===== src/rtl/axis_packet_distributor_pkg.sv =====
// Shared definitions for the axis packet distributor: default beat width,
// index-width helper and the unit-tracking state encoding.
package axis_packet_distributor_pkg;

   localparam int unsigned DEF_AXIS_BYTES = 1;

   typedef enum logic {
      ST_START,
      ST_MID
   } unit_st_e;

   function automatic int unsigned idx_w(input int unsigned n);
      return (n <= 1) ? 1 : $clog2(n);
   endfunction

endpackage


===== src/rtl/axis_packet_distributor_rr.sv =====
// Rotating-priority search: first set bit of req at or after start, wrapping
// from N-1 back to 0.
module axis_rr_pick
   import axis_packet_distributor_pkg::*;
#(
   parameter int unsigned N = 4
) (
   input  logic [N-1:0]         req,
   input  logic [idx_w(N)-1:0]  start,
   output logic                 found,
   output logic [idx_w(N)-1:0]  idx
);

   localparam int unsigned W = idx_w(N);

   logic [W:0] pos;

   always_comb begin
      found = 1'b0;
      idx   = '0;
      pos   = '0;
      for (int unsigned i = 0; i < N; i++) begin
         pos = {1'b0, start} + (W+1)'(i);
         if (pos >= (W+1)'(N)) pos = pos - (W+1)'(N);
         if (!found && req[pos[W-1:0]]) begin
            found = 1'b1;
            idx   = pos[W-1:0];
         end
      end
   end

endmodule


===== src/rtl/axis_packet_distributor.sv =====
// One-beat holding register that steers an AXI-Stream input to one of N
// outputs, choosing a new destination per packet (or per beat) in rotation.
module axis_packet_distributor
   import axis_packet_distributor_pkg::*;
#(
   parameter int unsigned AXIS_BYTES         = DEF_AXIS_BYTES,
   parameter int unsigned NUM_MASTER_STREAMS = 4,
   parameter int unsigned PACKET_MODE        = 1,
   parameter int unsigned SKIP_NOT_READY     = 0
) (
   input  logic                                         clk,
   input  logic                                         areset,
   output logic                                         axis_i_tready,
   input  logic                                         axis_i_tvalid,
   input  logic                                         axis_i_tlast,
   input  logic [AXIS_BYTES*8-1:0]                      axis_i_tdata,
   input  logic [NUM_MASTER_STREAMS-1:0]                axis_o_tready,
   output logic [NUM_MASTER_STREAMS-1:0]                axis_o_tvalid,
   output logic [NUM_MASTER_STREAMS-1:0]                axis_o_tlast,
   output logic [NUM_MASTER_STREAMS*AXIS_BYTES*8-1:0]   axis_o_tdata,
   input  logic [NUM_MASTER_STREAMS-1:0]                chan_en,
   output logic [$clog2(NUM_MASTER_STREAMS)-1:0]        cur_dest
);

   localparam int unsigned N  = NUM_MASTER_STREAMS;
   localparam int unsigned DW = AXIS_BYTES * 8;
   localparam int unsigned IW = idx_w(N);

   unit_st_e        st_q, st_d;
   logic            full_q, full_d;
   logic [DW-1:0]   data_q, data_d;
   logic            last_q, last_d;
   logic [IW-1:0]   dest_q, dest_d;
   logic [IW-1:0]   last_dest_q, last_dest_d;
   logic            rdy_q;

   logic [IW-1:0]   rot_start;
   logic            rot_found, skip_found;
   logic [IW-1:0]   rot_idx, skip_idx, pick_idx;
   logic            unit_start, drain, accept;

   assign rot_start = (last_dest_q == IW'(N-1)) ? '0 : last_dest_q + 1'b1;

   axis_rr_pick #(.N(N)) u_pick_rot (
      .req   (chan_en),
      .start (rot_start),
      .found (rot_found),
      .idx   (rot_idx)
   );

   axis_rr_pick #(.N(N)) u_pick_skip (
      .req   (chan_en & axis_o_tready),
      .start (rot_start),
      .found (skip_found),
      .idx   (skip_idx)
   );

   assign pick_idx   = (SKIP_NOT_READY != 0 && skip_found) ? skip_idx : rot_idx;
   assign unit_start = (st_q == ST_START);
   assign drain      = full_q && axis_o_tready[dest_q];

   // rdy_q keeps the input closed until the first edge after reset release;
   // a unit start with no enabled output also blocks, mid-packet beats never do.
   assign axis_i_tready = rdy_q && (!full_q || drain) && (!unit_start || rot_found);
   assign accept        = axis_i_tvalid && axis_i_tready;

   always_ff @(posedge clk or posedge areset) begin
      if (areset) begin
         st_q        <= ST_START;
         full_q      <= 1'b0;
         data_q      <= '0;
         last_q      <= 1'b0;
         dest_q      <= '0;
         last_dest_q <= IW'(N-1);
         rdy_q       <= 1'b0;
      end else begin
         st_q        <= st_d;
         full_q      <= full_d;
         data_q      <= data_d;
         last_q      <= last_d;
         dest_q      <= dest_d;
         last_dest_q <= last_dest_d;
         rdy_q       <= 1'b1;
      end
   end

   always_comb begin
      st_d        = st_q;
      full_d      = full_q;
      data_d      = data_q;
      last_d      = last_q;
      dest_d      = dest_q;
      last_dest_d = last_dest_q;
      if (accept) begin
         full_d = 1'b1;
         data_d = axis_i_tdata;
         last_d = axis_i_tlast;
         if (unit_start) begin
            dest_d      = pick_idx;
            last_dest_d = pick_idx;
         end
         if (PACKET_MODE != 0) st_d = axis_i_tlast ? ST_START : ST_MID;
      end else if (drain) begin
         full_d = 1'b0;
      end
   end

   always_comb begin
      axis_o_tvalid = '0;
      if (full_q) axis_o_tvalid[dest_q] = 1'b1;
   end

   assign axis_o_tdata = {N{data_q}};
   assign axis_o_tlast = {N{last_q}};
   assign cur_dest     = dest_q;

endmodule


===== config.mk =====
export PLATFORM = sky130hd
export DESIGN_NAME = axis_packet_distributor
export DESIGN_NICKNAME = d
export VERILOG_FILES = /design/src/rtl/axis_packet_distributor_pkg.sv /design/src/rtl/axis_packet_distributor_rr.sv /design/src/rtl/axis_packet_distributor.sv
export SDC_FILE = /design/constraint.sdc
export NUM_CORES = 1
export LEC_CHECK = 0
export ABC_AREA = 0
export CAP_MARGIN = 20
export CORE_UTILIZATION = 35
export CTS_CLUSTER_SIZE = 14
export DETAILED_ROUTE_END_ITERATION = 16
export PLACE_DENSITY = 0.74
export SETUP_SLACK_MARGIN = 0.3
export SLEW_MARGIN = 20
export SYNTH_ARGS = -nofsm -noshare
export SYNTH_HDL_FRONTEND = slang
export SYNTH_SLANG_ARGS = --single-unit

===== constraint.sdc =====
create_clock -name clk -period 4.05 [get_ports clk]
set_clock_uncertainty 0.05 [all_clocks]
set_input_delay 0.405 -clock clk [delete_from_list [all_inputs] [get_ports clk]]
set_output_delay 0.405 -clock clk [all_outputs]
set_load 0.01 [all_outputs]

Word-level counts from Yosys, hierarchy flattened
Index checks and enable logic that the tools add are counted.

Flip-flop bits (word level): 16. Word-level logic and storage cells: 72.

Equality and inequality tests: 1. Muxes and demuxes: 29. $lt $le $gt $ge: 10. Bitwise operators: 1. Reduce and logical (&&, ||, !) cells: 16. Add/sub/neg operators: 8.

Operator list (count): $mux W2 (9); $lt A2 B3 Y1 const B (5); $mux W1 (13); $bmux W1 S2 (5); $ge A3 B3 Y1 const B (3); $logic_and A1 B1 Y1 (8); $sub A2 B1 Y2 const B (4); $add A2 B2 Y3 const B (2); $logic_not A1 Y1 (4); $mux W4 (1); $add A2 B1 Y3 const B (1); $ge A2 B3 Y1 const B (1); $add A2 B1 Y2 const B (1); $demux W1 S2 (1); $eq A2 B2 Y1 const B (1); $ge A2 B1 Y1 const B (1); $logic_or A1 B1 Y1 (2); $reduce_and A2 Y1 (1); $reduce_bool A2 Y1 (1); $not A1 Y1 (1).

Depth between registers and ports, before layout
Depth after elaboration: 20. Mapped depth: 9. Mapped depth without buffers: 7.

Cells and area by module
Synthesis repeated with hierarchy kept, for this count alone.

Cells, all modules: 93. Area total of the unflattened synthesis: 1017.2 µm².

By module, submodules not included: axis_packet_distributor (area an instance 939.7 µm², seq. area each 402.9 µm², cells each 78, times used 1); axis_rr_pick (area an instance 77.6 µm², seq. area each 0.0 µm², cells each 15, times used 1).

Least setup slack after synthesis
Ideal clock, no wire load.

Kind: register -> register. Start: register last_dest_q[0]. End: register data_q[0]. Buffers on the path: 2. Data arrival time: 2091 ps. Stages on the path, launching flop included: 10. Library setup time: 125 ps. Slack: 1784 ps. Cell sequence: dfstp_2 ha_1 buf_2 nor4_1 a31oi_1 nor3_2 o22ai_2 and4_4 buf_6 mux2_4.

Longest elaborated chain between the ends: 19.

Ends and longest elaborated chain: start, declared (RTL line axis_packet_distributor.sv:34) `logic [IW-1:0] last_dest_q, last_dest_d;`; start signal, assigned (RTL line axis_packet_distributor.sv:74) `last_dest_q <= IW'(N-1);`; start signal, assigned (RTL line axis_packet_distributor.sv:82) `last_dest_q <= last_dest_d;`; $add A2 B1 Y2 / $eq A2 B2 Y1 (equally long branches) (RTL line axis_packet_distributor.sv:42) `assign rot_start = (last_dest_q == IW'(N-1)) ? '0 : last_dest_q + 1'b1;`; $mux W2 * (RTL line axis_packet_distributor.sv:42); parallel branches: the longest is 13 deep, another holds $add A2 B1 Y3; $mux W1 * (RTL line axis_packet_distributor_rr.sv:25) `if (!found && req[pos[W-1:0]]) begin`; $logic_or A1 B1 Y1 * (RTL line axis_packet_distributor.sv:64) `assign axis_i_tready = rdy_q && (!full_q || drain) && (!unit_start || rot_found);`; $logic_and A1 B1 Y1 * (RTL line axis_packet_distributor.sv:64); $logic_and A1 B1 Y1 * (RTL line axis_packet_distributor.sv:65) `assign accept = axis_i_tvalid && axis_i_tready;`; end signal, assigned (RTL line axis_packet_distributor.sv:79) `data_q <= data_d;`; end, declared (RTL line axis_packet_distributor.sv:31) `logic [DW-1:0] data_q, data_d;`.

Mark *: on every way between the ends. The select of a mux whose other input is x is not followed. A chain may end at the register's enable or synchronous reset.

Worst setup path in the final report
Start: register last_dest_q[0]. End: output port axis_i_tready.

Longest elaborated chain between the ends: 18.

Ends and longest elaborated chain: $add A2 B1 Y2 / $eq A2 B2 Y1 (equally long branches) (RTL line axis_packet_distributor.sv:42); $mux W2 * (RTL line axis_packet_distributor.sv:42); parallel branches: the longest is 13 deep, another holds $add A2 B1 Y3; $mux W1 * (RTL line axis_packet_distributor_rr.sv:25); $logic_or A1 B1 Y1 * (RTL line axis_packet_distributor.sv:64); $logic_and A1 B1 Y1 * (RTL line axis_packet_distributor.sv:64); end, declared (RTL line axis_packet_distributor.sv:13) `output logic axis_i_tready,`.

Marks and branches as above.

==> metrics.log <==
INFO  metric cts-root-buf = sky130_fd_sc_hd__clkbuf_4
INFO  metric p_leak = 0.681 nW
INFO  metric crit_path_max_incr_delay = 0.60 ns
INFO  metric yosys.area.top_type_share = 0.315
INFO  metric grt_setup_unrepaired = no
INFO  metric p_int = about 0.00079 W
INFO  metric post_synth_mux_area_share = 0.209
INFO  metric synth_enable_flop_cells = 0
INFO  metric tightestPinTransition = 0.578 ns
INFO  metric holdCritPathClass = primary input to async pin
INFO  metric fin_worst_hold_slack = 0.431 ns
INFO  metric routedWlPerCell = 12.7 µm
INFO  metric syn_inst = 102
INFO  metric synth_area_leaders = sky130_fd_sc_hd__dfrtp_1 32%, sky130_fd_sc_hd__buf_4 19%, sky130_fd_sc_hd__mux2_4 12%, sky130_fd_sc_hd__dfstp_2 4.7%, sky130_fd_sc_hd__mux2_2 4.1%
INFO  metric cts_max_path_buffers = 2
INFO  metric detailroute.via_count = ~840
INFO  metric floorplan.die_area = 0.00340 mm²
INFO  metric path_delay_family = simple AND/OR/NAND/NOR gates
INFO  metric synthesis.area = 0.00111 mm²
INFO  metric yosysWarnings = 0
INFO  metric worst_r2r_path_depth = 7
INFO  metric setup.worst_path.class = register to output port
INFO  metric detail_route.first_pass.iterations = 10
INFO  metric finish.utilization = 0.527
INFO  metric syn-mean-instance-area = 10.9 µm²
INFO  metric critical_path.slowest_cell = sky130_fd_sc_hd__dfstp_2
INFO  metric effective_utilization_at_floorplan = 0.367
INFO  metric postCtsSetupRepairBufs = 0
INFO  metric crit-reg2reg-capture = data_q[7]
INFO  metric finalCriticalPeriod = 3.03 ns
INFO  metric chipHeight = 58.3 µm
INFO  metric netSwitchingFraction = 0.357
INFO  metric tritoncts_num_sinks = 16
INFO  metric pin_count = 63
INFO  metric fillCellCount = 278
INFO  metric htree_num_levels = 1
INFO  metric power_density = just under 800 mW/mm²
INFO  metric syn_nets = 123
INFO  metric final_max_slew_viol_count = 0
INFO  metric cts_tree = built
INFO  metric n_antenna_cell = 0
INFO  metric cp_cell_sequence = ha_1 -> nor4_1 -> a31oi_1 -> nor3_2 -> o22ai_2 -> and3_1 -> clkdlybuf4s50_1
INFO  metric syn2layout_area_growth = 43.7%
INFO  metric ir_drop = 0.000321 V
INFO  metric place.detailed.instances = between 150 and 200
INFO  metric grt_pass1_vias = 773
INFO  metric endpoint_kind = output port
INFO  metric post_route_setup_tns = 0 ns
INFO  metric slew_headroom = 0.614
INFO  metric r2r_setup_slack = 1.66 ns
INFO  metric report.final.hold_viol_count = 0
INFO  metric fraction_of_final_layout_cells_with_drive_strength_greater_than_1 = 0.196
INFO  metric synth_adder_area_share = 0.0113
INFO  metric placement.io_buffers = 62
INFO  metric cts_inserted_buffers = 3
INFO  metric synthArstFlopShare = 1.00
INFO  metric drc = 1
INFO  metric grt_first_pass_wirelength = 3470 µm
INFO  metric comb_power_share = 0.647
INFO  metric period_share = 0.749
INFO  metric critPathMaxFanout = 10
INFO  metric worst-endpoint-required = 3.60 ns
INFO  metric grt_max_degree = 17
INFO  metric hpwl_detailed = 1790 µm
INFO  metric r2r-start = last_dest_q[0]
INFO  metric core = slightly above 0.003 mm²
INFO  metric synthDistinctLibCells = 34
INFO  metric maxClockFrequency = 0.330 GHz
INFO  metric drt-total-wl = 2320 µm
INFO  metric cts_resized = 0
INFO  metric fp-row-count = 20
INFO  metric multi_input_area = between 400 and 500 µm²
INFO  metric synth_top_family_by_area = buffers and inverters
INFO  metric maxCapViolCount = 0
INFO  metric floorplan.die.width = 58.3 µm
INFO  metric route.antenna.remaining_nets = 0
INFO  metric net_total_in_the_final_layout = 160
INFO  metric outcome = finished with violations
INFO  metric synthDominantAreaCellType = sky130_fd_sc_hd__dfrtp_1
INFO  metric globalRouteTotalUtil = 0.133
INFO  metric synthXorXnorAreaFrac = 0
INFO  metric globalRouteOverflowTotal = 0
INFO  metric worst_setup_hold_path_clk_slew = ~0.090 ns
INFO  metric synth-compound-area-share = 0.0642
INFO  metric crit_path_start_kind = register
INFO  metric clk_latency = 0.29 ns
INFO  metric final-instance-count-excl-fill = 182
INFO  metric final_weighted_congestion_in_routability_driven_placement = 0.772
INFO  metric sequentialPowerShare = 0.268
INFO  metric grt_antenna_before_repair = 0
INFO  metric simple_gate_area_share_of_the_yosys_netlist = 0.132
INFO  metric synth_seq_cells = 16
INFO  metric switching_power_total = 0.000439 W
INFO  metric main_synth_ff_type = sky130_fd_sc_hd__dfrtp_1
INFO  metric layout.area.seq = 403 µm²
INFO  metric worstPathArrival = around 2.6 ns
INFO  metric initialDrtViolationCount = 47
INFO  metric p_clk_frac = 0.086
INFO  metric synth.yosys.seq_area_share = 0.363
INFO  metric ctsHoldBuffers = 0
INFO  metric report.final.setup_viol = 0
INFO  metric wp_buf_inv = 1
INFO  metric failed_checks = design-rule violations
INFO  metric detail_route.vias_per_cell = 4.59
-- per-stage QoR --
step           area [µm²]  setup slack (ns)  total power [W]
3_3_place_gp         1560              1.38          0.00111
3_5_place_dp         1560              1.32          0.00113
4_1_cts              1600              1.01          0.00123
2_1_floorplan        1110              1.78         0.000860
6_report             1600              1.02          0.00123
5_1_grt              1600             0.920          0.00130
-- Yosys cell counts (2+ instances only) --
| master | instances |
|---|---|
| sky130_fd_sc_hd__mux2_4 | 9 |
| sky130_fd_sc_hd__dfstp_2 | 2 |
| sky130_fd_sc_hd__mux2_2 | 4 |
| sky130_fd_sc_hd__and3_1 | 3 |
| sky130_fd_sc_hd__a21oi_1 | 2 |
| sky130_fd_sc_hd__dfrtp_1 | 14 |
| sky130_fd_sc_hd__nor3_1 | 3 |
| sky130_fd_sc_hd__buf_4 | 28 |
| sky130_fd_sc_hd__inv_1 | 4 |
| sky130_fd_sc_hd__o21ai_0 | 3 |
| sky130_fd_sc_hd__nor2_1 | 4 |
| sky130_fd_sc_hd__mux2i_1 | 3 |
| sky130_fd_sc_hd__nand2_1 | 2 |
-- sequential cells by signal, summed over array words and instances, names as in the netlist --
| signal | count |
|---|---|
| data_q | 8 |
| cur_dest | 2 |
| last_dest_q | 2 |
| full_q | 1 |
| last_q | 1 |
| rdy_q | 1 |
| st_q | 1 |
-- layer usage --
metal / GRT usage / part of all wire / up-vias
met3: 0.0396 / 0.073 / 0
met2: 0.233 / 0.53 / 38
li1: - / - / 396
met4: 0.0408 / 0 / 0
met5: 0 / 0 / -
met1: 0.156 / 0.39 / 402
-- cell usage in the layout, fill, tap and decap left out, drive strengths merged, types with 2 or more instances in the layout --
| cell | netlist | routed |
|---|---|---|
| nand2 | 2 | 2 |
| o21ai | 3 | 3 |
| inv | 4 | 4 |
| mux2 | 13 | 13 |
| nor2 | 5 | 5 |
| and3 | 3 | 3 |
| clkdlybuf4s50 | 0 | 62 |
| dfstp | 2 | 2 |
| a21oi | 2 | 2 |
| dfrtp | 14 | 14 |
| mux2i | 3 | 3 |
| nor3 | 4 | 4 |
| nand2b | 2 | 2 |
| clkbuf | 0 | 4 |
-- cells by family after synthesis --
kind of cell | Yosys count
compound gates | 10
fa+ha+maj | 1
buf+inv | 34
flops | 16
mux | 17
other cells | 1
simple gates | 23
-- final cells by class --
type                            count  share of cell area
Multi-Input combinational cell     52               0.292
Timing Repair Buffer               62               0.389
Inverter                            4             0.00940
Sequential cell                    16               0.252
Clock buffer                        4              0.0227
Tap cell                           44              0.0345
-- power by group through the flow --
stage | clock [W] | sequential (W) | combinational [W]
detailed placement | 0 | 0.000334 | 0.000793
global route | 0.000116 | 0.000347 | 0.000840
floorplan | 0 | 0.000337 | 0.000523
global placement | 0 | 0.000326 | 0.000779
finish | 0.000105 | 0.000328 | 0.000794
CTS | 0.000107 | 0.000330 | 0.000796
-- how the worst max path moves through the flow --
| stage | from | to | slack (ns) | cells past startpoint |
|---|---|---|---|---|
| after floorplan | last_dest_q[0] | data_q[0] | 1.78 | 9 |
| after global placement | chan_en[1] | axis_i_tready | 1.38 | 7 |
| after detailed placement | chan_en[1] | axis_i_tready | 1.32 | 7 |
| after CTS | last_dest_q[0] | axis_i_tready | 1.01 | 7 |
| after global routing | last_dest_q[0] | axis_i_tready | 0.92 | 7 |
| final | last_dest_q[0] | axis_i_tready | 1.02 | 7 |
(Power assumes the default switching activity.)
